File: config.mk
export PLATFORM = sky130hd
export DESIGN_NAME = parity_serial_tx_flat
export DESIGN_NICKNAME = d
export VERILOG_FILES = /design/src/rtl/parity_serial_tx_if.sv /design/src/rtl/parity_serial_tx.sv /design/src/flat_wrapper.sv
export SDC_FILE = /design/constraint.sdc
export NUM_CORES = 1
export LEC_CHECK = 0
export BUFFER_PORTS_ARGS = -buffer_cell sky130_fd_sc_hd__buf_2
export CORE_ASPECT_RATIO = 1.2
export CORE_UTILIZATION = 25
export CTS_BUF_LIST = sky130_fd_sc_hd__clkbuf_8
export DETAILED_ROUTE_END_ITERATION = 8
export HOLD_SLACK_MARGIN = 0.12
export PLACE_DENSITY = 0.45
export SYNTH_ARGS = -nofsm -noshare
export SYNTH_HDL_FRONTEND = slang
export SYNTH_SLANG_ARGS = --single-unit
File: constraint.sdc
create_clock -name clk -period 4.85 [get_ports clk]
set_clock_uncertainty 0.2 [all_clocks]
set_input_delay 0.2425 -clock clk [delete_from_list [all_inputs] [get_ports clk]]
set_output_delay 0.2425 -clock clk [all_outputs]
set_load 0.005 [all_outputs]
File: src/rtl/parity_serial_tx_if.sv
// parity_serial_tx_if: nibble/parity handshake from the parity generator into the serial transmitter.
interface parity_serial_tx_if;
   logic [3:0] din0;
   logic       even_in;
   logic       odd_in;
   logic       parity_sel;
   logic       in_valid;
   logic       in_ready;
   modport master (output din0, even_in, odd_in, parity_sel, in_valid, input in_ready);
   modport slave  (input din0, even_in, odd_in, parity_sel, in_valid, output in_ready);
endinterface

File: src/rtl/parity_serial_tx.sv
// parity_serial_tx: frames a nibble as start, 4 data bits LSB first, parity, stop on one serial line.
module parity_serial_tx #(
   parameter int CLKS_PER_BIT = 4
) (
   input  logic                 clk,
   input  logic                 rst_n,
   parity_serial_tx_if.slave    i_bus,
   output logic                 o_tx_out,
   output logic                 o_busy,
   output logic                 o_done
);
   localparam int BW = (CLKS_PER_BIT > 1) ? $clog2(CLKS_PER_BIT) : 1;
   typedef enum logic [2:0] {IDLE, START, DATA, PARITY, STOP} state_t;
   state_t          r_state;
   logic [BW-1:0]   r_baud;
   logic [1:0]      r_bit;
   logic [3:0]      r_data;
   logic            r_par;
   logic            w_wrap;
   assign w_wrap = r_baud == BW'(CLKS_PER_BIT - 1);
   always_ff @(posedge clk or negedge rst_n) begin
      if (!rst_n) begin
         r_state        <= IDLE;
         r_baud         <= '0;
         r_bit          <= '0;
         r_data         <= '0;
         r_par          <= 1'b0;
         o_tx_out       <= 1'b1;
         o_busy         <= 1'b0;
         o_done         <= 1'b0;
         i_bus.in_ready <= 1'b1;
      end else begin
         o_done <= 1'b0;
         r_baud <= (r_state == IDLE || w_wrap) ? '0 : r_baud + 1'b1;
         case (r_state)
            IDLE: if (i_bus.in_valid && i_bus.in_ready) begin
               r_data         <= i_bus.din0;
               r_par          <= i_bus.parity_sel ? i_bus.odd_in : i_bus.even_in;
               r_state        <= START;
               o_tx_out       <= 1'b0;
               o_busy         <= 1'b1;
               i_bus.in_ready <= 1'b0;
            end
            START: if (w_wrap) begin
               r_state  <= DATA;
               r_bit    <= 2'd0;
               o_tx_out <= r_data[0];
            end
            // tx_out is loaded one bit ahead so the line stays registered
            DATA: if (w_wrap) begin
               r_state  <= (r_bit == 2'd3) ? PARITY : DATA;
               r_bit    <= r_bit + 2'd1;
               o_tx_out <= (r_bit == 2'd3) ? r_par : r_data[r_bit + 2'd1];
            end
            PARITY: if (w_wrap) begin
               r_state  <= STOP;
               o_tx_out <= 1'b1;
            end
            STOP: if (w_wrap) begin
               r_state        <= IDLE;
               o_busy         <= 1'b0;
               o_done         <= 1'b1;
               i_bus.in_ready <= 1'b1;
            end
            default: r_state <= IDLE;
         endcase
      end
   end
endmodule

File: src/flat_wrapper.sv
// flat-port wrapper written by rule: the top's interface ports become plain ports
module parity_serial_tx_flat 
#(
   parameter int CLKS_PER_BIT = 4
)
  (clk, rst_n, o_tx_out, o_busy, o_done, i_bus_din0, i_bus_even_in, i_bus_odd_in, i_bus_parity_sel, i_bus_in_valid, i_bus_in_ready);
  parity_serial_tx_if i_bus_i ();
  input  logic clk;
  input  logic rst_n;
  output logic o_tx_out;
  output logic o_busy;
  output logic o_done;
  input wire logic [$bits(i_bus_i.din0)-1:0] i_bus_din0;
  input wire logic [$bits(i_bus_i.even_in)-1:0] i_bus_even_in;
  input wire logic [$bits(i_bus_i.odd_in)-1:0] i_bus_odd_in;
  input wire logic [$bits(i_bus_i.parity_sel)-1:0] i_bus_parity_sel;
  input wire logic [$bits(i_bus_i.in_valid)-1:0] i_bus_in_valid;
  output wire logic [$bits(i_bus_i.in_ready)-1:0] i_bus_in_ready;
  assign i_bus_i.din0 = i_bus_din0;
  assign i_bus_i.even_in = i_bus_even_in;
  assign i_bus_i.odd_in = i_bus_odd_in;
  assign i_bus_i.parity_sel = i_bus_parity_sel;
  assign i_bus_i.in_valid = i_bus_in_valid;
  assign i_bus_in_ready = i_bus_i.in_ready;
  parity_serial_tx #(.CLKS_PER_BIT(CLKS_PER_BIT)) u_core (.clk(clk), .rst_n(rst_n), .i_bus(i_bus_i), .o_tx_out(o_tx_out), .o_busy(o_busy), .o_done(o_done));
endmodule
# --- Yosys cells after proc, flatten, opt, wreduce, memory -nomap -nowiden ---
# Index checks and enable logic that the tools add are counted.
word_totals:
  register_bits: 16
  latchBits: 0
  ramBits: 0
  rom_bits: 0
  elab_cells: 60
  memories: 0
op_classes:
  add_sub_neg: 2
  mul: 0
  n_div: 0
  order_cmp: 1
  eq_ne: 11
  n_shift: 0
  muxes: 26
  bitwise_logic: 0
  n_reduce_logical: 11
ops:
  columns: ["cell", "n"]
  rows:
  - ["$mux 3", 5]
  - ["$pmux 3 s5", 1]
  - ["$mux 1", 12]
  - ["$reduce_and 5->1", 2]
  - ["$ne 2x1->1 const B", 4]
  - ["$eq 3x2->1 const B", 2]
  - ["$mux 2", 3]
  - ["$reduce_and 3->1", 2]
  - ["$add 2x1->2 const B", 2]
  - ["$eq 2x2->1 const B", 2]
  - ["$pmux 1 s2", 2]
  - ["$pmux 1 s4", 1]
  - ["$pmux 2 s2", 1]
  - ["$reduce_bool 2->1", 2]
  - ["$reduce_bool 4->1", 1]
  - ["$eq 3x1->1 const B", 1]
  - ["$eq 3x3->1 const B", 1]
  - ["$logic_not 3->1", 1]
  - ["$lt 2x3->1 const B", 1]
  - ["$bmux 1 s2", 1]
  - ["$ne 2x2->1 const B", 1]
  - ["$reduce_and 2->1", 1]
  - ["$logic_and 1x1->1", 1]
  - ["$logic_or 1x1->1", 1]

# --- Depth between registers and ports, before layout ---
logic_depth:
  depth_word: 6
  mapped_depth: 5
  ltp_nobuf: 4

# --- Worst setup path before layout ---
# OpenSTA, ideal clock, no wires.
synth_path:
  path_kind: "register to register"
  start: "register u_core.r_bit[0]"
  end: "register u_core.o_tx_out"
  setup_time_ps: 95
  arrival_time_ps: 1312
  required_time_ps: 4555
  slack_ps: 3243
  stages_incl_launch_ff: 5
  n_path_buf: 0
  synth_period_minus_slack_ps: 1607
  path_cell_list: "dfrtp_1 > ha_1 > mux2_2 > o2111ai_1 > o211ai_1"
synth_between:
  elab_chain_cells: 6
  elab_cells_between_ends: 7
  classes_between: "add/sub: 1; eq/ne: 1; mux: 5"
synth_lines:
  columns: ["item", "line", "rtl"]
  rows:
  - ["from (decl)", "parity_serial_tx.sv:16", "logic [1:0] r_bit;"]
  - ["from (signal assigned)", "parity_serial_tx.sv:52", "r_bit <= r_bit + 2'd1;"]
  - ["$add 2x1->2", "parity_serial_tx.sv:53", "o_tx_out <= (r_bit == 2'd3) ? r_par : r_data[r_bit + 2'd1];"]
  - ["$bmux 1 s2", "parity_serial_tx.sv:53", null]
  - ["$mux 1 (implied by the code)", "parity_serial_tx.sv:53", null]
  - ["$mux 1 *", "parity_serial_tx.sv:53", null]
  - ["$mux 1 *", "parity_serial_tx.sv:50", "DATA: if (w_wrap) begin"]
  - ["$pmux 1 s4 *", "parity_serial_tx.sv:35", "case (r_state)"]
  - ["to (signal assigned)", "parity_serial_tx.sv:47", "o_tx_out <= r_data[0];"]
  - ["to (signal assigned)", "parity_serial_tx.sv:53", null]
  - ["to (decl)", "parity_serial_tx.sv:8", "output logic o_tx_out,"]
# Mark *: on every way between the ends. The rest lies on a longest branch, timed or not. The select of a mux whose other input is x is not followed.
# A chain may end at the register's enable or synchronous reset.

# --- Worst setup path after layout ---
layout_path:
  start: "register u_core.r_state[1]"
  end: "register u_core.r_data[1]"
layout_between:
  elab_chain_cells: 2
layout_lines:
  columns: ["item", "line", "rtl"]
  rows:
  - ["from (decl)", "parity_serial_tx.sv:14", "state_t r_state;"]
  - ["from (signal assigned)", "parity_serial_tx.sv:51", "r_state <= (r_bit == 2'd3) ? PARITY : DATA;"]
  - ["$logic_not 3->1", "parity_serial_tx.sv:35", null]
  - ["$reduce_and 2->1 (no source line)", null, null]
  - ["to (signal assigned)", "parity_serial_tx.sv:37", "r_data <= i_bus.din0;"]
  - ["to (decl)", "parity_serial_tx.sv:17", "logic [3:0] r_data;"]
# No other way between the ends.

==> results.py <==
metrics = {
    "route": {
        "vias_per_cell": 4.61,
        "postRouteAntennaNets": 0,
        "wirelength_um": 1480,
        "first_pass_iters": 4,
        "route.detailed.drc": 0,
        "wl_per_cell_um": 12.1,
        "vias": 563,
        "drtIter0Drc": 7,
    },
    "final_layout": {
        "areaGrowthSynthToFinish_pct": 25.9,
        "n_antenna_cell": 0,
        "final_common_cell": "dfrtp_1",
        "final_area_um2": 980,
        "nets": 101,
        "final_cell_mix": "14 x dfrtp_1, 13 x buf_2, 7 x mux2_2",
        "drive_gt1_share_pct": 33.0,
        "n_fill_cell": 283,
    },
    "hold_path": {
        "hold_class": "primary input to flip-flop",
    },
    "clock_tree": {
        "cts_tree": "built",
        "cts.sinks": 16,
        "clockBufferDepth": 2,
        "root_buffer": "clkbuf_8",
        "cts_buffers": 3,
        "clk_pin_slew_ns": 0.07,
        "htree_levels": 1,
        "postCtsSetupBuffers": 0,
        "insertion_delay_ns": 0.25,
    },
    "logic_synthesis": {
        "ys_seq_elements": 16,
        "synth.distinct_cells": 28,
        "ys_seq_area_share_pct": 51.8,
        "synth_nets": 81,
        "synthCells": 69,
        "netlist_area_um2": 778,
        "syn_avg_cell_area_um2": 11.3,
        "ys_warn_count": 0,
    },
    "global_routing": {
        "grt_pass1_vias": 539,
        "grt_max_degree": 17,
        "grtUsageTotal_pct": 10.8,
        "antenna_found_initial": 0,
        "grt_pass1_wl_um": 2570,
        "overflow": 0,
    },
    "placement": {
        "dpl_cell_area_um2": 875,
        "dp_slack_ns": 3.03,
        "gp_congestion": 0.678,
        "place_hpwl_um": 1030,
        "io_buffers": 13,
    },
    "sta": {
        "worst_pin_slew_ns": 0.430,
        "setup_viol": 0,
        "fin_crit_sh_pct": 37.7,
        "tns_ns": 0,
        "drv_slew": 0,
        "rsz0062_at_grt": "no",
        "layout_setup_ws_ns": 3.02,
        "max_freq_mhz": 547,
        "finalHoldViolCount": 0,
        "slew_headroom_pct": 70.6,
        "fin_crit_ns": 1.83,
    },
    "critical_path": {
        "r2r_slack_ns": 3.02,
        "crit_path_end": "u_core.r_data[1]$_DFFE_PN0P_",
        "rr_worst_depth": 3,
        "end_kind": "flip-flop",
        "r2r_start": "u_core.r_state[1]$_DFFE_PN0P_",
        "worstSetupStartpointType": "flip-flop",
        "critPathMaxFanout": 12,
        "crit_required_ns": 4.79,
        "cp-startpoint": "u_core.r_state[1]$_DFFE_PN0P_",
        "crit_arrival_ns": 1.76,
        "r2r-end": "u_core.r_data[1]$_DFFE_PN0P_",
        "path_class": "flip-flop to flip-flop",
    },
    "die": {
        "start_util_pct": 27.2,
        "die_h_um": 63.1,
        "dieArea_um2": 3340,
        "die_width_um": 52.9,
        "io_pins": 14,
        "core_area_um2": 2860,
        "rows": 21,
    },
    "pwr": {
        "power_density_nw_per_um2": 601,
        "vdd_drop_max_v": 0.000217,
        "p_leak_nw": 0.441,
    },
    "job": {
        "maxCapViolCount": 0,
    },
    "status": {
        "status": "completed",
    },
}
## critical path, cell delays in order, from the launching register on
cell and delay, ns:
dfrtp_1 0.51, or3_4 0.48, nor2_8 0.17, mux2_2 0.35
## cells by family (layout without fill, tap and decap cells)
kind of cell,count (synthesis),count (layout),synth area share [%]
AOI/OAI and AO/OA,16,16,14.1
DFF,16,16,51.8
adders and majority gates,2,2,3.21
buffers and inverters,5,24,2.41
and+or+nand+nor,22,22,17.2
muxes,7,7,10.1
xor gates and xnor gates,1,1,1.13
## worst min path at each step
stage / startpoint / end / slack, ns / cells past startpoint
2_1_floorplan: rst_n / u_core.o_busy$_DFFE_PN0P_ / -0.25 / 0
3_3_place_gp: rst_n / u_core.o_busy$_DFFE_PN0P_ / -0.02 / 1
3_5_place_dp: rst_n / u_core.o_busy$_DFFE_PN0P_ / -0.02 / 1
4_1_cts: i_bus_odd_in / u_core.r_par$_DFFE_PN0P_ / 0.14 / 3
5_1_grt: i_bus_even_in / u_core.r_par$_DFFE_PN0P_ / 0.15 / 3
6_report: i_bus_odd_in / u_core.r_par$_DFFE_PN0P_ / 0.15 / 3
## per-stage QoR
step	instances	util (%)	hold WS (ns)	total power, W
global placement	113	30.5	-0.0197	0.000467
global route	122	34.2	0.153	0.000635
CTS	122	34.2	0.141	0.000597
detailed placement	113	30.5	-0.0150	0.000470
floorplan	69	-	-0.253	0.000416
finish	122	34.2	0.151	0.000589
## registers in the layout (all words and copies together) (netlist names)
name                   cells
u_core.r_baud              2
u_core.r_state             3
u_core.o_done              1
u_core.i_bus.in_ready      1
u_core.r_data              4
u_core.r_par               1
u_core.r_bit               2
u_core.o_tx_out            1
u_core.o_busy              1
## cells in the mapped netlist
cell type | n | share of area, %
o21a_1 | 1 | 0.96
nor2_1 | 2 | 0.96
ha_1 | 2 | 3.2
xor2_1 | 1 | 1.1
o22ai_1 | 1 | 0.80
inv_1 | 2 | 0.96
and2b_1 | 1 | 0.96
or2_2 | 1 | 0.80
o221ai_1 | 1 | 1.1
nor2_8 | 1 | 2.6
a21o_1 | 1 | 0.96
o2111ai_1 | 1 | 1.1
a21oi_1 | 1 | 0.64
dfrtp_1 | 14 | 45
a22o_1 | 2 | 2.3
a2111oi_0 | 1 | 1.1
or3_4 | 1 | 1.4
o21ai_0 | 5 | 3.2
dfstp_2 | 2 | 6.8
nand2_1 | 6 | 2.9
mux2_2 | 7 | 10
nor3_1 | 2 | 1.3
nor2b_1 | 1 | 0.80
nor3b_1 | 1 | 0.96
o211ai_1 | 2 | 1.9
nand2b_1 | 4 | 3.2
nand3_1 | 2 | 1.3
clkbuf_1 | 3 | 1.4
## per-layer routing
layer	share of wire [%]	vias to the layer above	track usage, %
met2	46	13	14.2
li1	-	282	-
met5	0	-	0
met1	49	266	15.0
met4	2.2	0	8.88
met3	3.3	2	1.93
## layout make-up
cell class              instances  area [µm²]  share of cell area [%]
clock buffers                   4        55.1                    5.62
flip-flops and latches         16         403                    41.1
multi-input cells              48         357                    36.4
well taps                      34        42.5                    4.34
repair buffers                 18         115                    11.7
inverters                       2        7.51                   0.766
## report_power, final
part           switching (W)  internal (W)
registers          0.0000611      0.000198
clock network      0.0000472     0.0000720
logic              0.0000950      0.000115
## what timing repair did
item                                    4_1_cts  5_1_grt
hold buffers                                  5        0
endpoints found under the setup margin        0        0
endpoints found under the hold margin        20        0
gates resized for setup                       0        0
No activity file was read; power rests on OpenSTA's default activity.
